===== config.mk =====
export PLATFORM = sky130hd
export DESIGN_NAME = entropy_harvester
export DESIGN_NICKNAME = d
export VERILOG_FILES = /design/src/rtl/entropy_pkg.sv /design/src/rtl/sync_2ff.sv /design/src/rtl/entropy_harvester.sv
export SDC_FILE = /design/constraint.sdc
export NUM_CORES = 1
export LEC_CHECK = 0
export ABC_AREA = 1
export CORE_MARGIN = 2
export CORE_UTILIZATION = 55
export CTS_CLUSTER_SIZE = 40
export DETAILED_ROUTE_END_ITERATION = 10
export GPL_TIMING_DRIVEN = 1
export PLACE_DENSITY_LB_ADDON = 0.15
export SETUP_SLACK_MARGIN = 0.05
export SLEW_MARGIN = 20
export SYNTH_ARGS = -nofsm -noshare
export SYNTH_HDL_FRONTEND = slang
export SYNTH_HIERARCHICAL = 1
export SYNTH_SLANG_ARGS = --single-unit

===== constraint.sdc =====
create_clock -name clk -period 2.4 [get_ports clk]
set_clock_uncertainty 0.2 [all_clocks]
set_input_delay 0.48 -clock clk [delete_from_list [all_inputs] [get_ports clk]]
set_output_delay 0.48 -clock clk [all_outputs]
set_load 0.02 [all_outputs]

===== src/rtl/entropy_pkg.sv =====
// Shared types for the entropy harvester: controller state encoding.
package entropy_pkg;

   typedef enum logic [1:0] {
      ST_FILL  = 2'd0,
      ST_FULL  = 2'd1,
      ST_FAULT = 2'd2
   } state_t;

endpackage


===== src/rtl/sync_2ff.sv =====
// Two-flop synchronizer for one bit of the free-running oscillator bus.
module sync_2ff (
   input  logic clk,
   input  logic reset_n,
   input  logic i_d,
   output logic o_q
);

   logic r_meta;
   logic r_sync;

   always_ff @(posedge clk or negedge reset_n) begin
      if (!reset_n) begin
         r_meta <= 1'b0;
         r_sync <= 1'b0;
      end else begin
         r_meta <= i_d;
         r_sync <= r_meta;
      end
   end

   assign o_q = r_sync;

endmodule


===== src/rtl/entropy_harvester.sv =====
// Ring-oscillator entropy harvester: periodic XOR sampling, von Neumann
// debiasing, word assembly with valid/ready handoff and a repetition health test.
module entropy_harvester
   import entropy_pkg::*;
#(
   parameter int WIDTH      = 8,
   parameter int OUT_WIDTH  = 8,
   parameter int SAMPLE_DIV = 4,
   parameter int REP_LIMIT  = 32
) (
   input  logic                 clk,
   input  logic                 reset_n,
   input  logic [WIDTH-1:0]     entropy_in,
   output logic [OUT_WIDTH-1:0] data,
   output logic                 valid,
   input  logic                 ready,
   output logic                 fault
);

   localparam int DIV_W = (SAMPLE_DIV > 1) ? $clog2(SAMPLE_DIV) : 1;
   localparam int RUN_W = $clog2(REP_LIMIT + 1);
   localparam int CNT_W = $clog2(OUT_WIDTH + 1);

   logic [WIDTH-1:0]     w_sync;
   logic [DIV_W-1:0]     r_div;
   logic                 w_tick;
   logic                 w_raw;
   logic                 r_phase;
   logic                 r_first;
   logic                 r_last;
   logic [RUN_W-1:0]     r_run;
   logic [RUN_W-1:0]     w_run_nxt;
   logic                 w_rep_fail;
   logic                 w_dvld;
   logic                 w_dbit;
   logic [OUT_WIDTH-1:0] r_acc;
   logic [CNT_W-1:0]     r_cnt;
   logic                 w_last_bit;
   logic                 w_hs;
   state_t               r_state;
   state_t               w_state_nxt;

   genvar gi;
   generate
      for (gi = 0; gi < WIDTH; gi++) begin : g_sync
         sync_2ff u_sync (
            .clk     (clk),
            .reset_n (reset_n),
            .i_d     (entropy_in[gi]),
            .o_q     (w_sync[gi])
         );
      end
   endgenerate

   // Divider wraps on the tick, so the first tick lands SAMPLE_DIV edges after release.
   assign w_tick = (r_div == DIV_W'(SAMPLE_DIV - 1));

   always_ff @(posedge clk or negedge reset_n) begin
      if (!reset_n)    r_div <= '0;
      else if (w_tick) r_div <= '0;
      else             r_div <= r_div + DIV_W'(1);
   end

   assign w_raw  = ^w_sync;
   assign w_dvld = w_tick && r_phase && (r_first != w_raw);
   assign w_dbit = r_first;

   // Run length saturates at the limit rather than wrapping.
   always_comb begin
      w_run_nxt = RUN_W'(1);
      if ((r_run != '0) && (w_raw == r_last))
         w_run_nxt = (r_run == RUN_W'(REP_LIMIT)) ? r_run : r_run + RUN_W'(1);
   end

   assign w_rep_fail = w_tick && (w_run_nxt == RUN_W'(REP_LIMIT));

   always_ff @(posedge clk or negedge reset_n) begin
      if (!reset_n) begin
         r_phase <= 1'b0;
         r_first <= 1'b0;
         r_last  <= 1'b0;
         r_run   <= '0;
      end else if (w_tick) begin
         r_phase <= ~r_phase;
         if (!r_phase) r_first <= w_raw;
         r_last  <= w_raw;
         r_run   <= w_run_nxt;
      end
   end

   assign w_last_bit = (r_cnt == CNT_W'(OUT_WIDTH - 1));
   assign w_hs       = (r_state == ST_FULL) && ready;

   always_ff @(posedge clk or negedge reset_n) begin
      if (!reset_n) r_state <= ST_FILL;
      else          r_state <= w_state_nxt;
   end

   always_comb begin
      w_state_nxt = r_state;
      valid       = 1'b0;
      fault       = 1'b0;
      data        = '0;
      case (r_state)
         ST_FILL: begin
            if (w_dvld && w_last_bit) w_state_nxt = ST_FULL;
         end
         ST_FULL: begin
            valid = 1'b1;
            data  = r_acc;
            if (w_hs) w_state_nxt = ST_FILL;
         end
         default: begin
            fault       = 1'b1;
            w_state_nxt = ST_FAULT;
         end
      endcase
      if (w_rep_fail) w_state_nxt = ST_FAULT;
   end

   // While FULL the word is frozen; a bit arriving with the handshake opens the next word.
   always_ff @(posedge clk or negedge reset_n) begin
      if (!reset_n) begin
         r_acc <= '0;
         r_cnt <= '0;
      end else begin
         case (r_state)
            ST_FILL: begin
               if (w_dvld) begin
                  r_acc <= (r_acc << 1) | OUT_WIDTH'(w_dbit);
                  r_cnt <= w_last_bit ? '0 : r_cnt + CNT_W'(1);
               end
            end
            ST_FULL: begin
               if (w_hs) begin
                  r_cnt <= w_dvld ? CNT_W'(1) : '0;
                  if (w_dvld) r_acc <= (r_acc << 1) | OUT_WIDTH'(w_dbit);
               end
            end
            default: begin
               r_acc <= '0;
               r_cnt <= '0;
            end
         endcase
      end
   end

endmodule


[Word-level counts from Yosys, hierarchy flattened]
Cells that the tools add are included.
Operators by class
  multiplexer cells: 18
  add/sub/neg operators: 3
  reductions and logical operators: 13
  bitwise operators: 2
  eq/ne operators: 11
Operators with widths (count)
  $mux 8: 3
  $pmux 8 s2: 1
  $eq 6x6->1 const B: 2
  $mux 4: 3
  $mux 6: 2
  $mux 2: 4
  $or 8x1->8: 1
  $pmux 4 s2: 1
  $reduce_xor 8->1: 1
  $add 6x1->6 const B: 1
  $logic_and 1x1->1: 6
  $ne 3x3->1 const B: 2
  $reduce_and 2->1: 3
  $reduce_bool 6->1: 1
  $add 4x1->4 const B: 1
  $eq 4x3->1 const B: 1
  $ne 2x2->1 const B: 2
  $pmux 2 s2: 1
  $mux 1: 3
  $add 2x1->2 const B: 1
  $eq 2x1->1 const B: 1
  $eq 2x2->1 const B: 1
  $logic_not 2->1: 1
  $reduce_or 2->1: 1
  3 further kinds: 3
Storage, ports and cells
  input bits: 11
  word-level logic and storage cells: 71
  output and inout bits: 10
  bits in registers: 41

[Logic depth before layout (Yosys ltp)]
  depth after elaboration: 8
  gate-level depth with buffers: 15
  mapped depth without buffers: 14

[Modules after synthesis]
Netlist, hierarchy kept.
Modules (own cells, without submodules)
  entropy_harvester: cells each 213, sequential area each 625.6 um2, area an instance 1560.2 um2, instances 1
  sync_2ff: cells each 2, sequential area each 50.0 um2, area an instance 50.0 um2, instances 8

[Worst setup path before layout]
No wires, ideal clock.
  path type: register to output
  from: register r_state[0]
  to: output data[7]
  cell stages (with the launch flop): 5
  setup slack: 545 ps
  data required time: 1720 ps
  arrival: 1175 ps
  path buffers: 0
  cells stage by stage: dfrtp_1 > inv_1 > nor2_1 > inv_1 > nor2_1
On the way
  word-level cells in the longest chain between the ends: 2
Ends and longest elaborated chain
  start: declaration: line entropy_harvester.sv:40  | state_t r_state;
  start signal: assignment: line entropy_harvester.sv:96  | else r_state <= w_state_nxt;
  $eq 2x1->1: line entropy_harvester.sv:104  | case (r_state)
  $mux 8: line entropy_harvester.sv:104
  end: declaration: line entropy_harvester.sv:14  | output logic [OUT_WIDTH-1:0] data,
No other way between the ends.

[Worst setup path in the final report]
Same ends and word-level chain as after synthesis.

==> results.txt <==
The total negative slack came out at 0 ps. After detailed routing, the total wire length is 3.01 mm. The routed length on met2 came out at 1.29 mm. The cell leakage power is 1.17 nW.

The final critical delay including setup and external delays came out at 2170 ps. Power spread over the standard cell area amounts to 696 mW/mm². The remaining max-slew budget at the tightest pin is 65.1%. The detailed router finished its first iteration with 38 violations. The number of filler instances in the final layout is 267. The power dissipated by switching net loads is 0.526 mW. Across the run, the number of max-cap violations was 0. The critical path starts at r_state[0]$_DFFE_PN0P_. The run finished with clean final reports. The leading area contributor after synthesis is dfrtp_1.

The number of antenna violations at the first check in global routing is 0. The routed wire length per instance is 10.0 µm. The net switching share of the total power is 33.5%. The met3 wire length came out at 122 µm. After synthesis, the mean cell area works out to 8.56 µm². The number of antenna diodes in the final layout is 0. The die height came out at 63.7 µm. The count of nets left with antenna violations once routing finished came out at 0. The depth of the worst register-to-register path came out at 9. The clock-pin slew of the registers on the worst-case setup and hold paths is 120 ps. The critical path class is reg -> out.

The transition time at the pin with the least slew margin came out at 524 ps. The highest layer touched by signal routing is met4. The first global-routing pass estimated 5.62 mm of wire. The detailed-route via count is 1427. The part of the power in the clock network came out at 22.3%. In the final routing, the length of wire on met1 measures 1.54 mm. The number of nets handed over by synthesis was 244.

The pre-CTS setup slack is 276 ps. The share of layout cells above drive strength 1 is 12.5%. STA classifies the critical path startpoint as a flop.

Summed over all nets, the half-perimeter wirelength after detailed placement is 2.13 mm. The global-route total usage across every layer came out at 18.0%. The die is 63.7 µm wide. The number of distinct library cell variants in the gate-level netlist after synthesis is 22. The worst-case IR drop observed on VDD is 451 µV. Clock tree synthesis selected as its root buffer the cell clkbuf_4. The worst hold slack came out at 161 ps. The beginning of the worst register-to-register path is r_run[0]$_DFFE_PN0P_. The worst setup path is captured at an output pin. The reg-to-reg setup timing slack is 500 ps. Buffers added to address setup during post-CTS repair amount to 0. The final period utilization is 90.5%. The number of rows created at floorplan is 21. The portion of the post-synthesis area used by sequential elements is 52.3%. Summing internal, switching and leakage power gives 1.57 mW.

The starting utilization of the core area came out at 57.8%. The number of global-route vias before repair is 1317. The total clock sinks is 41. The path class of the tightest hold or removal check is reg -> reg. The first detailed-routing pass ran for 4 iterations. The top achievable clock speed came out at 460 MHz. The max-slew violation count came out at 0. In this run the biggest area consumer among cell types represents 52.3% of the synthesized area. The residual overflow from global routing came out at 0. The number of levels in the clock H-tree came out at 2. The port buffer count came out at 20.

From synthesis to final layout, the design area changed by 15.2%. The number of top-level pins came out at 21. The internal power summed over all cells is 1.04 mW. The count of endpoints failing setup in the final report is 0. The latest clock arrival within the worst-skew pair came out at 360 ps. Synthesis produced a netlist whose cell count is 229. Registers are responsible for 53.2% of the overall power. The number of buffers created by CTS is 5. After floorplanning, the core was sized to cover 0.00339 mm². The largest net degree at the start of global routing came out at 42. The number of vias per cell came out at 4.74.

The layout net count is 269. The count of endpoints failing hold in the final timing report came out at 0. The endpoint identified for the worst register-to-register timing path is r_state[1]$_DFFE_PN0P_. The share of power burned in combinational logic is 24.5%. By area the synthesized netlist is led by dfrtp_1 52%, nand2_1 13%, inv_1 5.7%. Setup repair after global routing left no endpoint under its margin. Of all nets on the critical path, the largest fanout is 8.

The netlist area before placement came out at 0.00196 mm². The number of warning messages in the yosys log is 6. The number of buffers on the longest clock path is 2. After detailed routing, the number of remaining DRC violations is 0. The floorplan step defined a die boundary enclosing 0.00406 mm². The required time reported for the critical path endpoint came out at 1720 ps. The worst path arrival time is 1490 ps.

Once routing completed, OpenROAD measured the worst setup slack at 227 ps. TritonCTS built the clock tree. The most critical setup path has its endpoint at data[7]. The number of synthesized register bits is 41.

At the end of routability-driven placement, the weighted congestion stood at 0.847.
-- metal layers --
layer  GRT usage [%]  vias to the layer above
met2            28.2                       18
met3            5.71                        7
met1            22.8                      643
li1                -                      759
met4            8.15                        0
met5               0                        -
-- cell usage in the layout, fill, tap and decap left out, drive strengths merged, types with 2 or more instances in the layout --
master / instances
inv: 30
dlygate4sd2: 8
buf: 2
nand2: 77
nand3: 8
o21ai: 24
clkinvlp: 3
clkbuf: 5
nand4: 3
ha: 4
nand3b: 3
nor2: 24
nor3: 2
xor2: 4
dfrtp: 41
clkdlybuf4s50: 10
a21oi: 2
-- layout make-up --
cell class	instances	area, µm²	share of cell area (%)
inverters	31	118	5.21
repair buffers	22	205	9.09
clock buffers	5	37.5	1.66
clock inverters	3	22.5	0.997
flip-flops and latches	41	1030	45.4
multi-input cells	153	792	35.1
well taps	46	57.6	2.55
-- worst max-delay path, cell delays in order, from the launching register on --
cell	delay, ps
dfrtp_1	360
inv_1	130
nor2_1	150
inv_1	80
nor2_1	80
dlygate4sd2_1	330
-- cells by family after synthesis --
group | after synthesis | share of synthesized area [%]
buffers and inverters | 35 | 7.27
AO/OA/AOI/OAI | 27 | 8.81
XOR/XNOR | 5 | 2.23
flip-flops | 41 | 52.3
AND/OR/NAND/NOR | 117 | 26.8
adder cells (fa/ha/maj) | 4 | 2.55
-- cell usage after synthesis, drive strengths merged --
cell type and instances:
a21oi 2, a41oi 1, buf 1, clkbuf 3, clkinv 1, dfrtp 41, ha 4, inv 30
nand2 77, nand3 8, nand3b 3, nand4 3, nor2 24, nor3 2, o21ai 24, xnor2 1
xor2 4
-- power groups by stage --
stage | registers, mW | logic (mW) | clock network (mW)
6_report | 0.836 | 0.385 | 0.351
3_5_place_dp | 0.852 | 0.386 | 0
3_3_place_gp | 0.847 | 0.376 | 0
4_1_cts | 0.836 | 0.392 | 0.370
2_1_floorplan | 0.837 | 0.300 | 0
5_1_grt | 0.848 | 0.461 | 0.395
-- repair_timing --
action,4_1_cts,5_1_grt
hold buffers,1,0
pin swaps,0,0
endpoints found under the setup margin,8,2
hold endpoints to repair,41,0
resized for setup,9,1
-- registers in the layout, indices dropped and copies added (netlist names), 2 cells and up --
name,cells
g_sync.u_sync/o_q,8
g_sync.u_sync/r_meta,8
r_acc,8
r_run,6
r_cnt,4
r_div,2
r_state,2
-- worst min path at each step --
stage	from	endpoint	slack, ps	depth (start not counted)
floorplan	reset_n	g_sync[0].u_sync/o_q$_DFF_PN0_	-20	0
global placement	g_sync[3].u_sync/r_meta$_DFF_PN0_	g_sync[3].u_sync/o_q$_DFF_PN0_	130	0
detailed placement	g_sync[6].u_sync/r_meta$_DFF_PN0_	g_sync[6].u_sync/o_q$_DFF_PN0_	140	0
CTS	g_sync[6].u_sync/r_meta$_DFF_PN0_	g_sync[6].u_sync/o_q$_DFF_PN0_	170	0
global route	g_sync[5].u_sync/r_meta$_DFF_PN0_	g_sync[5].u_sync/o_q$_DFF_PN0_	180	0
finish	g_sync[6].u_sync/r_meta$_DFF_PN0_	g_sync[6].u_sync/o_q$_DFF_PN0_	160	0
-- stage by stage --
step                cells  instance area, µm²  utilization, %
floorplan             229                1960               -
global placement      292                2190            64.7
detailed placement    292                2190            64.7
CTS                   301                2260            66.6
global route          301                2260            66.6
finish                301                2260            66.6
No activity file was read; power rests on OpenSTA's default activity.
